## src/rtl/instr_fetch.sv

```systemverilog
// instr_fetch: PC owner, imem req/ack fetch, registered instruction to decoder, redirect/flush handling
module instr_fetch #(
    parameter int                  PC_WIDTH = 16,
    parameter logic [PC_WIDTH-1:0] RESET_PC = '0
) (
    input  logic                clk,
    input  logic                rst_n,
    output logic                imem_req,
    output logic [PC_WIDTH-1:0] imem_addr,
    input  logic                imem_ack,
    input  logic [15:0]         imem_rdata,
    input  logic                redirect_valid,
    input  logic [PC_WIDTH-1:0] redirect_pc,
    output logic                instr_valid,
    input  logic                instr_ready,
    output logic [15:0]         instr,
    output logic [4:0]          opcode,
    output logic [PC_WIDTH-1:0] instr_pc
);
    typedef enum logic [1:0] {IDLE, FETCH, FLUSH, HOLD} state_t;

    state_t              state;
    logic [PC_WIDTH-1:0] fetch_pc;
    logic [PC_WIDTH-1:0] pend_pc;

    assign imem_addr = fetch_pc;
    assign opcode    = instr[15:11];

    // Fetch FSM; a request in flight is never abandoned, so redirects during it are parked in pend_pc
    always_ff @(posedge clk or negedge rst_n) begin
        if (!rst_n) begin
            state       <= IDLE;
            imem_req    <= 1'b0;
            instr_valid <= 1'b0;
            fetch_pc    <= RESET_PC;
            pend_pc     <= RESET_PC;
            instr       <= 16'h0000;
            instr_pc    <= '0;
        end else begin
            case (state)
                IDLE: begin
                    state    <= FETCH;
                    imem_req <= 1'b1;
                end
                FETCH: begin
                    if (imem_ack && redirect_valid) begin
                        fetch_pc <= redirect_pc;
                    end else if (imem_ack) begin
                        instr       <= imem_rdata;
                        instr_pc    <= fetch_pc;
                        fetch_pc    <= fetch_pc + 1'b1;
                        imem_req    <= 1'b0;
                        instr_valid <= 1'b1;
                        state       <= HOLD;
                    end else if (redirect_valid) begin
                        pend_pc <= redirect_pc;
                        state   <= FLUSH;
                    end
                end
                FLUSH: begin
                    if (imem_ack) begin
                        fetch_pc <= redirect_valid ? redirect_pc : pend_pc;
                        state    <= FETCH;
                    end else if (redirect_valid) begin
                        pend_pc <= redirect_pc;
                    end
                end
                HOLD: begin
                    if (redirect_valid || instr_ready) begin
                        fetch_pc    <= redirect_valid ? redirect_pc : fetch_pc;
                        imem_req    <= 1'b1;
                        instr_valid <= 1'b0;
                        state       <= FETCH;
                    end
                end
                default: begin
                    state    <= IDLE;
                    imem_req <= 1'b0;
                end
            endcase
        end
    end
endmodule

```

## config.mk

```make
export PLATFORM = sky130hd
export DESIGN_NAME = instr_fetch
export DESIGN_NICKNAME = d
export VERILOG_FILES = /design/src/rtl/instr_fetch.sv
export SDC_FILE = /design/constraint.sdc
export NUM_CORES = 1
export LEC_CHECK = 0
export CAP_MARGIN = 20
export CORE_AREA = 2 2 97 99
export CTS_BUF_LIST = sky130_fd_sc_hd__clkbuf_8
export DETAILED_ROUTE_END_ITERATION = 8
export DIE_AREA = 0 0 99 101
export PLACE_DENSITY = 0.67
export SLEW_MARGIN = 20
export SYNTH_ARGS = -nofsm -noshare
export SYNTH_HDL_FRONTEND = slang
export SYNTH_SLANG_ARGS = --single-unit
```

## constraint.sdc

```tcl
create_clock -name clk -period 4.3 [get_ports clk]
set_clock_uncertainty 0.1 [all_clocks]
set_input_delay 0.43 -clock clk [delete_from_list [all_inputs] [get_ports clk]]
set_output_delay 0.43 -clock clk [all_outputs]
set_load 0.03 [all_outputs]
```

* Yosys cells after proc, flatten, opt, wreduce, memory -nomap -nowiden
Index checks and enable logic that the tools add are counted.
Cells by class: mux-type cells 24, reduce and logical (&&, ||, !) cells 13, equal/unequal tests 10, bitwise operators 1, $add $sub $neg 1
Operators with widths (number):
- $mux 16 | 8
- $pmux 16 s3 | 1
- $pmux 16 s2 | 1
- $add 16x1->16 const B | 1
- $reduce_and 4->1 | 3
- $mux 2 | 5
- $ne 2x2->1 const B | 5
- $pmux 2 s4 | 1
- $mux 1 | 6
- $ne 3x3->1 const B | 2
- $reduce_bool 3->1 | 2
- $reduce_and 5->1 | 1
- $eq 2x2->1 const B | 2
- $reduce_bool 2->1 | 2
- $pmux 1 s3 | 1
- $reduce_and 3->1 | 1
- $eq 2x1->1 const B | 1
- $logic_not 2->1 | 1
- $pmux 1 s2 | 1
- $reduce_and 2->1 | 1
- $logic_and 1x1->1 | 1
- $logic_or 1x1->1 | 1
- $not 1->1 | 1
Word-level totals: output and inout bits 55, register bits after elaboration 68, logic and storage cells 56

* Logic depth before layout (Yosys ltp)
depth in word-level cells 4, mapped depth 9, depth with buffers taken out 6

* Worst setup path after synthesis
No wires, ideal clock.
path kind register -> register, from register state[0], to register fetch_pc[3] (netlist: imem_addr[3]), arrival time 1.793 ns, library setup time 0.121 ns, cell stages (with the launch flop) 8, slack 2.286 ns, period minus slack after synthesis 2.014 ns, required time 4.079 ns, cell sequence dfrtp_1 inv_1 ha_1 o21ba_1 or3_1 buf_2 a221o_1 o22a_1
Between the ends: word-level cells in the longest chain between the ends 3, elaborated cells on any way between the ends 10, those cells by class eq/ne (7); mux (1); reduce/logical (2)
RTL lines:
- start: declaration | line 22 | state_t state;
- start signal: assignment | line 32 | state <= IDLE;
- start signal: assignment | line 42 | state <= FETCH;
- start signal: assignment | line 54 | state <= HOLD;
- $eq 2x1->1 / $eq 2x2->1 (equally long branches) | line 40 | case (state)
- $ne 3x3->1 (no line), or another cell as far along
- $reduce_and 5->1 (no line)
- end signal: assignment | line 47 | fetch_pc <= redirect_pc;
- end signal: assignment | line 51 | fetch_pc <= fetch_pc + 1'b1;
- end signal: assignment | line 62 | fetch_pc <= redirect_valid ? redirect_pc : pend_pc;
- end: declaration | line 23 | logic [PC_WIDTH-1:0] fetch_pc;
Several ways; a longest one is shown, not always the timed one. A chain may end at the register's enable or synchronous reset.

* Worst setup path after layout
from register state[0], to register fetch_pc[10] (netlist: imem_addr[10])
The elaborated chain is that of the path after synthesis.

==> results.md <==
- Worst hold path type: in2async
- Chip height: 101 um
- Die W: 99 um
- Vias: 2878
- Setup CP Type: reg2reg
- Post-route minimum period: 2.68 ns
- Crit Reg-Reg Startpoint: state[0]
- Crit end category: flip-flop
- Number of global-route vias before repair: 2756
- Seq/Total Area, Yosys: 0.485
- Final Cycle Share: 0.623
- Clock sink total: 68
- Peak Freq: 373 MHz
- Final setup vio count: 0
- Initial DRT Pass Iterations: 5
- Root Driver: clkbuf_8
- Remaining antenna violation count: 0
- Sw frac: 0.427
- Final Hold Viols: 0
- Int Power: 2.29 mW
- Psw: 1.70 mW
- Final-stage net count: 432
- Clk slew on worst S/H paths: 0.08 ns
- Mapped Cells: 312
- Resize count post-CTS: 0
- Worst R2R End: imem_addr[10]
- Top_reg_cell synth: dfrtp_1
- Worst-Margin Slew: 0.891 ns
- Post-synth EDFFs: 0
- Antenna cells: 0
- Synth top area cells: dfrtp_1, mux2_2, o21ai_0
- Filler cells: 825
- Clock buffer count from CTS: 9
- Initial Util: 0.391
- Yosys top cell area share: 0.485
- Core ar.: 0.00898 mm2
- Leak Pwr: 1.88 nW
- Crit path launch type: flip-flop
- Critical path's slowest cell: nor2b_1
- Clock group share of total power: 0.141
- Largest stage delay, worst path: 0.78 ns
- Worst-Skew Late Latency: 0.34 ns
- Wire per inst: 16.7 um
- Status: finished clean
- Layout cells sized above 1: 0.190
- TritonCTS clock tree: done
- Placed cell area: 0.00443 mm2
- Worst-path fanout max: 16
- Congestion Overflow GR: 0
- Post-route cell area: 0.00465 mm2
- Synth Cell Area: 0.00351 mm2
- Crit path cell chain: inv_1, ha_1, nor2b_1, a22oi_1, a31oi_1, o21a_1
- Register bit total from synthesis: 68
- Pwr/cell area: 858 mW/mm2
- Async set or reset register ratio after synthesis: 1.00
- GR Util All Layers: 0.174
- Syn Nets: 354
- Hpwl dp: 6.14 mm
- Avg Cell Area, Syn: 11.3 um2
- RSZ-0062 raised after global routing: false
- Fin Setup TNS: 0 ns
- FP Rows: 35
- Die area: 0.0100 mm2
- Worst reg2reg setup slack: 1.62 ns
- Final max-slew violation count: 0
- Layout area overhead: 32.3%
- Synthesis Warnings: 0
- Cells on worst reg2reg path: 6
- Routed WL: 8.43 mm
- Critical Path End: imem_addr[10]
- Boundary Pins: 92
- Yosys cell types: 53
- Crit. Startpoint: state[0]
- Via density: 5.69
- PortBufs: 91
- # hold bufs at CTS: 0
- Worst IR Drop VDD: 0.206 mV
- First-pass GRT wire length: 14.0 mm
- Top post-synthesis cells by count: dfrtp_1, mux2_2, o21ai_0
- Max_cap viols: 0
- Largest net degree at the start of global routing: 38
- Register share of total power: 0.314
- Clock buffer depth: 2
- CTS H-tree depth: 3
- Setup bufs post-CTS: 0
- DRC errors left: 0
- Crit path required time: 4.47 ns
- Yosys top cell by area: dfrtp_1
- Comb pwr share: 0.545
- Slew headroom: 0.405
- DR iter-0 viols: 275
- Final RePlAce weighted congestion: 0.818
- Most frequent cell after synthesis: dfrtp_1
- Antenna violations before repair: 0
- Worst EP arrival: 2.85 ns
==> power groups by stage <==
stage	Clock, mW	Sequential [mW]	Combinational, mW
final	0.562	1.25	2.17
after CTS	0.579	1.25	2.18
after global routing	0.608	1.31	2.33
after global placement	0	1.24	2.15
after detailed placement	0	1.26	2.17
after floorplan	0	1.65	1.04
==> through the flow <==
stage | util | total power, mW | hold WS (ns) | instances | worst slack, ns
finish | 0.518 | 3.99 | 0.0331 | 506 | 1.62
global placement | 0.493 | 3.39 | 0.379 | 490 | 1.53
detailed placement | 0.493 | 3.44 | 0.393 | 490 | 1.47
floorplan | - | 2.69 | 0.0344 | 312 | 2.29
global route | 0.518 | 4.24 | 0.0878 | 506 | 1.39
CTS | 0.518 | 4.01 | 0.0454 | 506 | 1.63
==> layout make-up <==
type | instances | area (um2) | share of cell area
clock buffer | 12 | 165 | 0.0355
clock inverter | 4 | 55.1 | 0.0118
inverter | 3 | 11.3 | 0.00242
multi-input combinational | 214 | 1650 | 0.354
sequential | 68 | 1700 | 0.366
tap | 111 | 139 | 0.0299
timing repair buffer | 94 | 928 | 0.200
==> flip-flops by register name (all words and copies together) (netlist names) <==
register and cells:
imem_addr 16, imem_req 1, instr 16, instr_pc 16
instr_valid 1, pend_pc 16, state 2
==> critical path: cells and delay by family, from the launching register on <==
family | cells | cell delay, ns
AO/OA/AOI/OAI | 3 | 0.65
AND/OR/NAND/NOR | 1 | 0.78
flip-flops | 1 | 0.45
adder cells (fa/ha/maj) | 1 | 0.51
buffers and inverters | 1 | 0.12
==> logic make-up (layout without fill, tap and decap cells) <==
group,count (synthesis),count (layout),synth area share
AO/OA/AOI/OAI,86,86,0.173
XOR/XNOR,3,3,0.00748
adder cells (fa/ha/maj),5,5,0.0178
buffers and inverters,30,113,0.0467
flip-flops,68,68,0.485
multiplexers,50,50,0.160
AND/OR/NAND/NOR,70,70,0.110
==> cell usage in the layout, fill, tap and decap left out, types with 2 or more instances in the layout <==
cell             count
and3_1               3
and2_1               2
nand4_1              4
ha_1                 5
nand3b_1             3
or3_1                3
mux2_2              50
o22a_1               6
inv_1                3
a21o_1               3
xnor2_1              2
nand3_1             10
o31ai_1              2
a221o_1              3
a22oi_1              6
nor3_1               6
and4_1               5
o21ai_0             23
clkbuf_8            12
nor2_1               7
buf_4                3
a31oi_1              7
nand2_1             15
nand2b_1             2
dfrtp_1             68
o21a_1               5
clkdlybuf4s50_1     90
nor2b_1              5
o2bb2ai_1            2
a21oi_1              9
a221oi_1             5
==> how the worst min path moves through the flow <==
stage	cells past startpoint	end	from
after floorplan	0	imem_addr[0]	rst_n
after CTS	1	state[0]	rst_n
after global placement	2	instr_pc[5]	instr_pc[5]
final	1	state[0]	rst_n
after global routing	1	state[0]	rst_n
after detailed placement	1	instr[4]	instr[4]
==> layer usage <==
metal	global-route usage	wire (um)	vias to the layer above
met5	0	0	-
met4	0.0695	126	0
met3	0.0374	580	9
met2	0.255	3830	120
met1	0.252	3900	1408
li1	-	-	1341
Note: power is estimated with default switching activity, not from simulation.
